<file path="src/rtl/ale_job_loader.sv">
`default_nettype none
// ============================================================================
// Module   : ale_job_loader
// Brief    : Converts a host byte stream into the miner core's job-load
//            sequence (update trigger, then packed 32-bit data writes).
// Revision : 1.0
// ============================================================================
module ale_job_loader #(
    parameter int HDR_BYTES   = 28,
    parameter int MAX_PAYLOAD = 1024
) (
    input  logic        Clk,
    input  logic        Rst,
    input  logic        Start_I,
    input  logic [31:0] ChunkLength_I,
    input  logic [7:0]  S_Data_I,
    input  logic        S_Valid_I,
    input  logic        S_Last_I,
    output logic        S_Ready_O,
    output logic        UpdateTrigger_O,
    output logic        Wr_O,
    output logic [31:0] Data_O,
    output logic        Busy_O,
    output logic        Done_O,
    output logic        Err_O,
    output logic [15:0] WordCount_O
);

    typedef enum logic [1:0] {
        IDLE  = 2'd0,
        TRIG  = 2'd1,
        LOAD  = 2'd2,
        FLUSH = 2'd3
    } state_t;

    state_t      r_state;
    logic        r_ready;
    logic        r_trig;
    logic        r_wr;
    logic [31:0] r_data;
    logic        r_busy;
    logic        r_done;
    logic        r_err;
    logic [15:0] r_word_cnt;
    logic [15:0] r_byte_cnt;
    logic [15:0] r_payload;
    logic [31:0] r_pack;

    logic [31:0] w_payload;
    logic        w_len_bad;
    logic        w_accept;
    logic [1:0]  w_lane;
    logic [15:0] w_cnt_next;
    logic [31:0] w_pack_next;

    // Compare first so a short chunk never wraps into a huge payload.
    assign w_payload  = ChunkLength_I - 32'(HDR_BYTES);
    assign w_len_bad  = (ChunkLength_I <= 32'(HDR_BYTES)) ||
                        (w_payload > 32'(MAX_PAYLOAD));
    assign w_accept   = (r_state == LOAD) && r_ready && S_Valid_I;
    assign w_lane     = r_byte_cnt[1:0];
    assign w_cnt_next = r_byte_cnt + 16'd1;
    // Lanes are zeroed after every emitted word, so OR-ing in the byte suffices.
    assign w_pack_next = r_pack | ({24'd0, S_Data_I} << {w_lane, 3'b000});

    always_ff @(posedge Clk or posedge Rst) begin
        if (Rst) begin
            r_state    <= IDLE;
            r_ready    <= 1'b0;
            r_trig     <= 1'b0;
            r_wr       <= 1'b0;
            r_data     <= 32'd0;
            r_busy     <= 1'b0;
            r_done     <= 1'b0;
            r_err      <= 1'b0;
            r_word_cnt <= 16'd0;
            r_byte_cnt <= 16'd0;
            r_payload  <= 16'd0;
            r_pack     <= 32'd0;
        end else begin
            r_trig <= 1'b0;
            r_wr   <= 1'b0;
            r_done <= 1'b0;
            case (r_state)
                IDLE: begin
                    if (Start_I) begin
                        if (w_len_bad) begin
                            r_err <= 1'b1;
                        end else begin
                            r_payload  <= w_payload[15:0];
                            r_err      <= 1'b0;
                            r_word_cnt <= 16'd0;
                            r_byte_cnt <= 16'd0;
                            r_pack     <= 32'd0;
                            r_busy     <= 1'b1;
                            r_trig     <= 1'b1;
                            r_state    <= TRIG;
                        end
                    end
                end
                TRIG: begin
                    r_ready <= 1'b1;
                    r_state <= LOAD;
                end
                LOAD: begin
                    if (w_accept) begin
                        r_byte_cnt <= w_cnt_next;
                        if (w_cnt_next == r_payload && S_Last_I) begin
                            // Final byte: emit whatever is packed, upper lanes already zero.
                            r_wr       <= 1'b1;
                            r_data     <= w_pack_next;
                            r_word_cnt <= r_word_cnt + 16'd1;
                            r_pack     <= 32'd0;
                            r_ready    <= 1'b0;
                            r_state    <= FLUSH;
                        end else if (w_cnt_next == r_payload || S_Last_I) begin
                            // Missing or early last: drop the partial word.
                            r_err   <= 1'b1;
                            r_busy  <= 1'b0;
                            r_ready <= 1'b0;
                            r_pack  <= 32'd0;
                            r_state <= IDLE;
                        end else if (w_lane == 2'd3) begin
                            r_wr       <= 1'b1;
                            r_data     <= w_pack_next;
                            r_word_cnt <= r_word_cnt + 16'd1;
                            r_pack     <= 32'd0;
                        end else begin
                            r_pack <= w_pack_next;
                        end
                    end
                end
                FLUSH: begin
                    r_done  <= 1'b1;
                    r_busy  <= 1'b0;
                    r_state <= IDLE;
                end
                default: r_state <= IDLE;
            endcase
        end
    end

    assign S_Ready_O       = r_ready;
    assign UpdateTrigger_O = r_trig;
    assign Wr_O            = r_wr;
    assign Data_O          = r_data;
    assign Busy_O          = r_busy;
    assign Done_O          = r_done;
    assign Err_O           = r_err;
    assign WordCount_O     = r_word_cnt;

endmodule
`default_nettype wire

</file>
<file path="config.mk">
export PLATFORM = sky130hd
export DESIGN_NAME = ale_job_loader
export DESIGN_NICKNAME = d
export VERILOG_FILES = /design/src/rtl/ale_job_loader.sv
export SDC_FILE = /design/constraint.sdc
export NUM_CORES = 1
export LEC_CHECK = 0
export CORE_ASPECT_RATIO = 2
export CORE_MARGIN = 2
export CORE_UTILIZATION = 55
export DETAILED_ROUTE_END_ITERATION = 16
export GPL_TIMING_DRIVEN = 0
export PLACE_DENSITY = 0.88
export SLEW_MARGIN = 20
export SYNTH_ARGS = -nofsm -noshare
export SYNTH_HDL_FRONTEND = slang
export SYNTH_SLANG_ARGS = --single-unit
</file>
<file path="constraint.sdc">
create_clock -name Clk -period 5.9 [get_ports Clk]
set_clock_uncertainty 0.05 [all_clocks]
set_input_delay 1.77 -clock Clk [delete_from_list [all_inputs] [get_ports Clk]]
set_output_delay 1.77 -clock Clk [all_outputs]
set_load 0.05 [all_outputs]
</file>
==> implementation parameters <==
Parameter                              Value

Status
  Outcome ... completed

Clocking
  Post-CTS setup buffer count ... 0
  TritonCTS Sinks ... 120
  CTS Hold Bufs ... 0
  Clock-pin slew on the worst setup and hold paths ... 0.06 ns
  Root Buffer Master ... sky130_fd_sc_hd__clkbuf_16
  Clock insertion delay at the later pin of the skew report ... 0.42 ns
  PostCTS Resize Cnt ... 0
  TritonCTS buffer count ... 17
  Maximum clock path buffer count ... 2
  Maximum level of the CTS H-tree ... 4
  CTS tree ... built

Route
  Violation count after the first detailed-routing iteration ... 524
  Routed length per placed instance ... 20.0 microns
  Wirelength, routed ... 19.5 mm
  Number of optimization iterations in the first detailed-route pass ... 5
  Routed via count divided by cell count ... 6.40
  Count of vias placed by the detailed router ... 6236
  Number of nets still failing antenna checks after routing ... 0
  Remaining routing DRC violations ... 0

Cells and area
  Layout overhead on the synthesized area ... 26.6%
  Finished layout cell area ... 8240 sq um
  Area taken by flip-flops and latches ... 3000 sq um
  Fraction of layout instances using a drive strength above 1 ... 8.20%
  Antenna cells ... 0
  Fillers ... 846
  Final net count ... 872
  Area occupied by multi-input gates ... 3250 sq um

Place
  Routability congestion estimate ... 0.899
  DP Area ... 7620 sq um
  Half-perimeter wire length after detailed placement ... 14.4 mm
  PortBufs ... 89
  Pre-CTS setup slack ... 0.396 ns

Synthesis
  Sequential fraction of the synthesis area ... 46.1%
  Area share of the largest cell type after synthesis ... 46.1%
  Most used standard cells in the synthesized netlist ... sky130_fd_sc_hd__dfrtp_1 (120), sky130_fd_sc_hd__nor2_1 (89), sky130_fd_sc_hd__a21oi_1 (86)
  Cell area after synthesis ... 6510 sq um
  Count of warnings emitted by yosys ... 0
  Syn_nets ... 763
  Total of flip-flops plus latches after synthesis ... 120
  Per-instance average area after synthesis ... 9.21 sq um
  Most instantiated library cell after synthesis ... sky130_fd_sc_hd__dfrtp_1
  Number of enable-type register cells in the synthesized netlist ... 0
  Library cell with the largest summed area after synthesis ... sky130_fd_sc_hd__dfrtp_1
  Yosys cell types ... 67
  Top cells by area, synth ... sky130_fd_sc_hd__dfrtp_1 (46%), sky130_fd_sc_hd__a21oi_1 (6.6%), sky130_fd_sc_hd__nor2_1 (5.1%)
  Gate Count Post-Synth ... 707
  Share of synthesized flip-flops with an asynchronous set or reset ... 100%
  Dominant synthesized flop cell ... sky130_fd_sc_hd__dfrtp_1

Die
  Top-Level Pins ... 99
  Standard cell core area ... 11600 sq um
  Horizontal die dimension ... 80.9 microns
  Site row count ... 56
  Height of the die ... 158 microns
  Initial standard-cell utilization of the core ... 56.0%
  Die ar. ... 12800 sq um

Global route
  Final global-route overflow total ... 0
  Wire length of the first global-routing pass ... 31.0 mm
  Via count of the first global-routing pass ... 6337
  Pin count of the biggest net entering global routing ... 87
  Antenna violations before repair ... 0
  Combined global-route utilization of all metal layers ... 31.9%

Power
  Proportion of power drawn by the clock network ... 30.3%
  Net Switching ... 0.00145 W
  Sw Share ... 40.7%
  Fraction of power consumed by sequential logic ... 30.8%
  Static leakage ... 3.44 nW
  Cell-internal power ... 0.00211 W
  PnR Total Power ... 0.00356 W
  Logic gate share of total power ... 39.0%
  Peak VDD IR ... 0.402 mV
  Power density over the cells ... 431 nW/um^2

STA
  Total count of hold-check failures in the final report ... 0
  Worst Tran Pin Value ... 0.772 ns
  Hold_ws ... 0.452 ns
  Number of failing setup endpoints in the final timing report ... 0
  Max-slew violation total from the final report ... 0
  Peak Freq ... 182 MHz
  Worst relative slew slack ... 48.2%
  Final critical delay including setup and external delays ... 5.49 ns
  Setup ws final ... 0.411 ns
  Final cycle utilization of the critical path ... 93.0%
  Setup repair after global routing missed its margin ... false

Critical path
  CP max stage delay ... 0.62 ns
  Nature of the critical path startpoint ... register
  Slowest library cell on the worst path ... sky130_fd_sc_hd__nor3_1
  Critical path buffers and inverters ... 2
  Sequence of cells on the critical path ... ha_1, nand3_1, nor3_1, and3_1, nand3_1, xnor2_1, nor4_1, nand3_1, inv_1, ha_1, a21oi_1, o21ai_0, clkbuf_1, nand4_1, or2_2, or4_1, a21oi_1
  Crit Path Max Fanout ... 10
  Crit Path Category ... register to register
  Largest delay share family, worst path ... simple AND/OR/NAND/NOR gates
  Crit path capture type ... register
  Worst path arrival time ... 5.77 ns
  Required arrival time at the worst endpoint ... 6.18 ns
  Cell seen most often among critical-path stages ... sky130_fd_sc_hd__nand3_1

Flow run
  Max cap viols ... 0

Worst hold path
  HP Class ... register to register
[cell type report]
type | instances | share of cell area [%]
Multi-Input combinational cell | 525 | 39.5
Sequential cell | 120 | 36.4
Timing Repair Buffer | 90 | 11.1
Clock buffer | 19 | 5.49
Buffer | 50 | 2.61
Tap cell | 145 | 2.20
Clock inverter | 13 | 2.03
Inverter | 12 | 0.607
[stage by stage]
step	util, %	setup TNS [ns]	std cells
after floorplan	-	0	707
after global placement	65.2	-59.23	941
after detailed placement	65.5	0	942
after CTS	70.8	0	974
after global routing	70.9	0	974
final	70.9	0	974
[cells by family after synthesis]
logic type	after synthesis	share of synthesized area, %
AND/OR/NAND/NOR	260	20.4
flip-flops	120	46.1
buffers and inverters	62	4.00
XOR/XNOR	36	4.84
AO/OA/AOI/OAI	209	21.0
adder cells (fa/ha/maj)	11	2.11
multiplexers	9	1.46
[worst register-to-register path, cell delays in order, from the launching register on]
cell	delay [ns]
sky130_fd_sc_hd__dfrtp_1	0.50
sky130_fd_sc_hd__ha_1	0.40
sky130_fd_sc_hd__nand3_1	0.26
sky130_fd_sc_hd__nor3_1	0.62
sky130_fd_sc_hd__and3_1	0.35
sky130_fd_sc_hd__nand3_1	0.19
sky130_fd_sc_hd__xnor2_1	0.18
sky130_fd_sc_hd__nor4_1	0.29
sky130_fd_sc_hd__nand3_1	0.21
sky130_fd_sc_hd__inv_1	0.10
sky130_fd_sc_hd__ha_1	0.21
sky130_fd_sc_hd__a21oi_1	0.07
sky130_fd_sc_hd__o21ai_0	0.31
sky130_fd_sc_hd__clkbuf_1	0.36
sky130_fd_sc_hd__nand4_1	0.30
sky130_fd_sc_hd__or2_2	0.37
sky130_fd_sc_hd__or4_1	0.47
sky130_fd_sc_hd__a21oi_1	0.18
[final timing paths]
path / cells past startpoint / to / start / slack, ns
setup reg to reg: 17 / WordCount_O[14]$_DFFE_PP0P_ / r_byte_cnt[0]$_DFFE_PP0P_ / 0.41
hold / removal: 2 / r_pack[16]$_DFFE_PP0P_ / r_pack[16]$_DFFE_PP0P_ / 0.45
setup / recovery: 17 / WordCount_O[14]$_DFFE_PP0P_ / r_byte_cnt[0]$_DFFE_PP0P_ / 0.41
hold reg to reg: 2 / r_pack[16]$_DFFE_PP0P_ / r_pack[16]$_DFFE_PP0P_ / 0.45
max in group asynchronous: 3 / Data_O[10]$_DFFE_PP0P_ / Rst / 3.40
min in group asynchronous: 2 / WordCount_O[15]$_DFFE_PP0P_ / Rst / 1.66
[layout by cell type, fill, tap and decap left out, types with 17 or more instances in the layout]
master / n
sky130_fd_sc_hd__nand3_1: 26
sky130_fd_sc_hd__clkdlybuf4s50_1: 89
sky130_fd_sc_hd__nand2_1: 44
sky130_fd_sc_hd__clkbuf_1: 31
sky130_fd_sc_hd__a21oi_1: 86
sky130_fd_sc_hd__xnor2_1: 23
sky130_fd_sc_hd__nor2_1: 89
sky130_fd_sc_hd__clkbuf_16: 17
sky130_fd_sc_hd__o21ai_0: 40
sky130_fd_sc_hd__a41oi_1: 33
sky130_fd_sc_hd__dfrtp_1: 120
[power by group through the flow]
stage	Clock [W]	Sequential [W]	Combinational, W
6_report	0.00108	0.00109	0.00139
5_1_grt	0.00113	0.00111	0.00149
4_1_cts	0.00107	0.00109	0.00137
3_5_place_dp	0	0.00110	0.00135
3_3_place_gp	0	0.00109	0.00130
2_1_floorplan	0	0.00139	0.000607
[sequential cells by signal, summed over array words and instances (netlist names), 2 cells and up]
name,count
Data_O,32
WordCount_O,16
r_byte_cnt,16
r_pack,32
r_payload,16
r_state,2
[routing by layer]
metal  track usage (%)  vias up  part of all wire, %
met3              6.27       88                  5.4
met4              20.7        0                  7.1
met5                 0        -                    0
met1              30.2     3015                   32
li1                  -     2802                    -
met2              59.7      331                   55
Power figures use the tool's default switching activity.
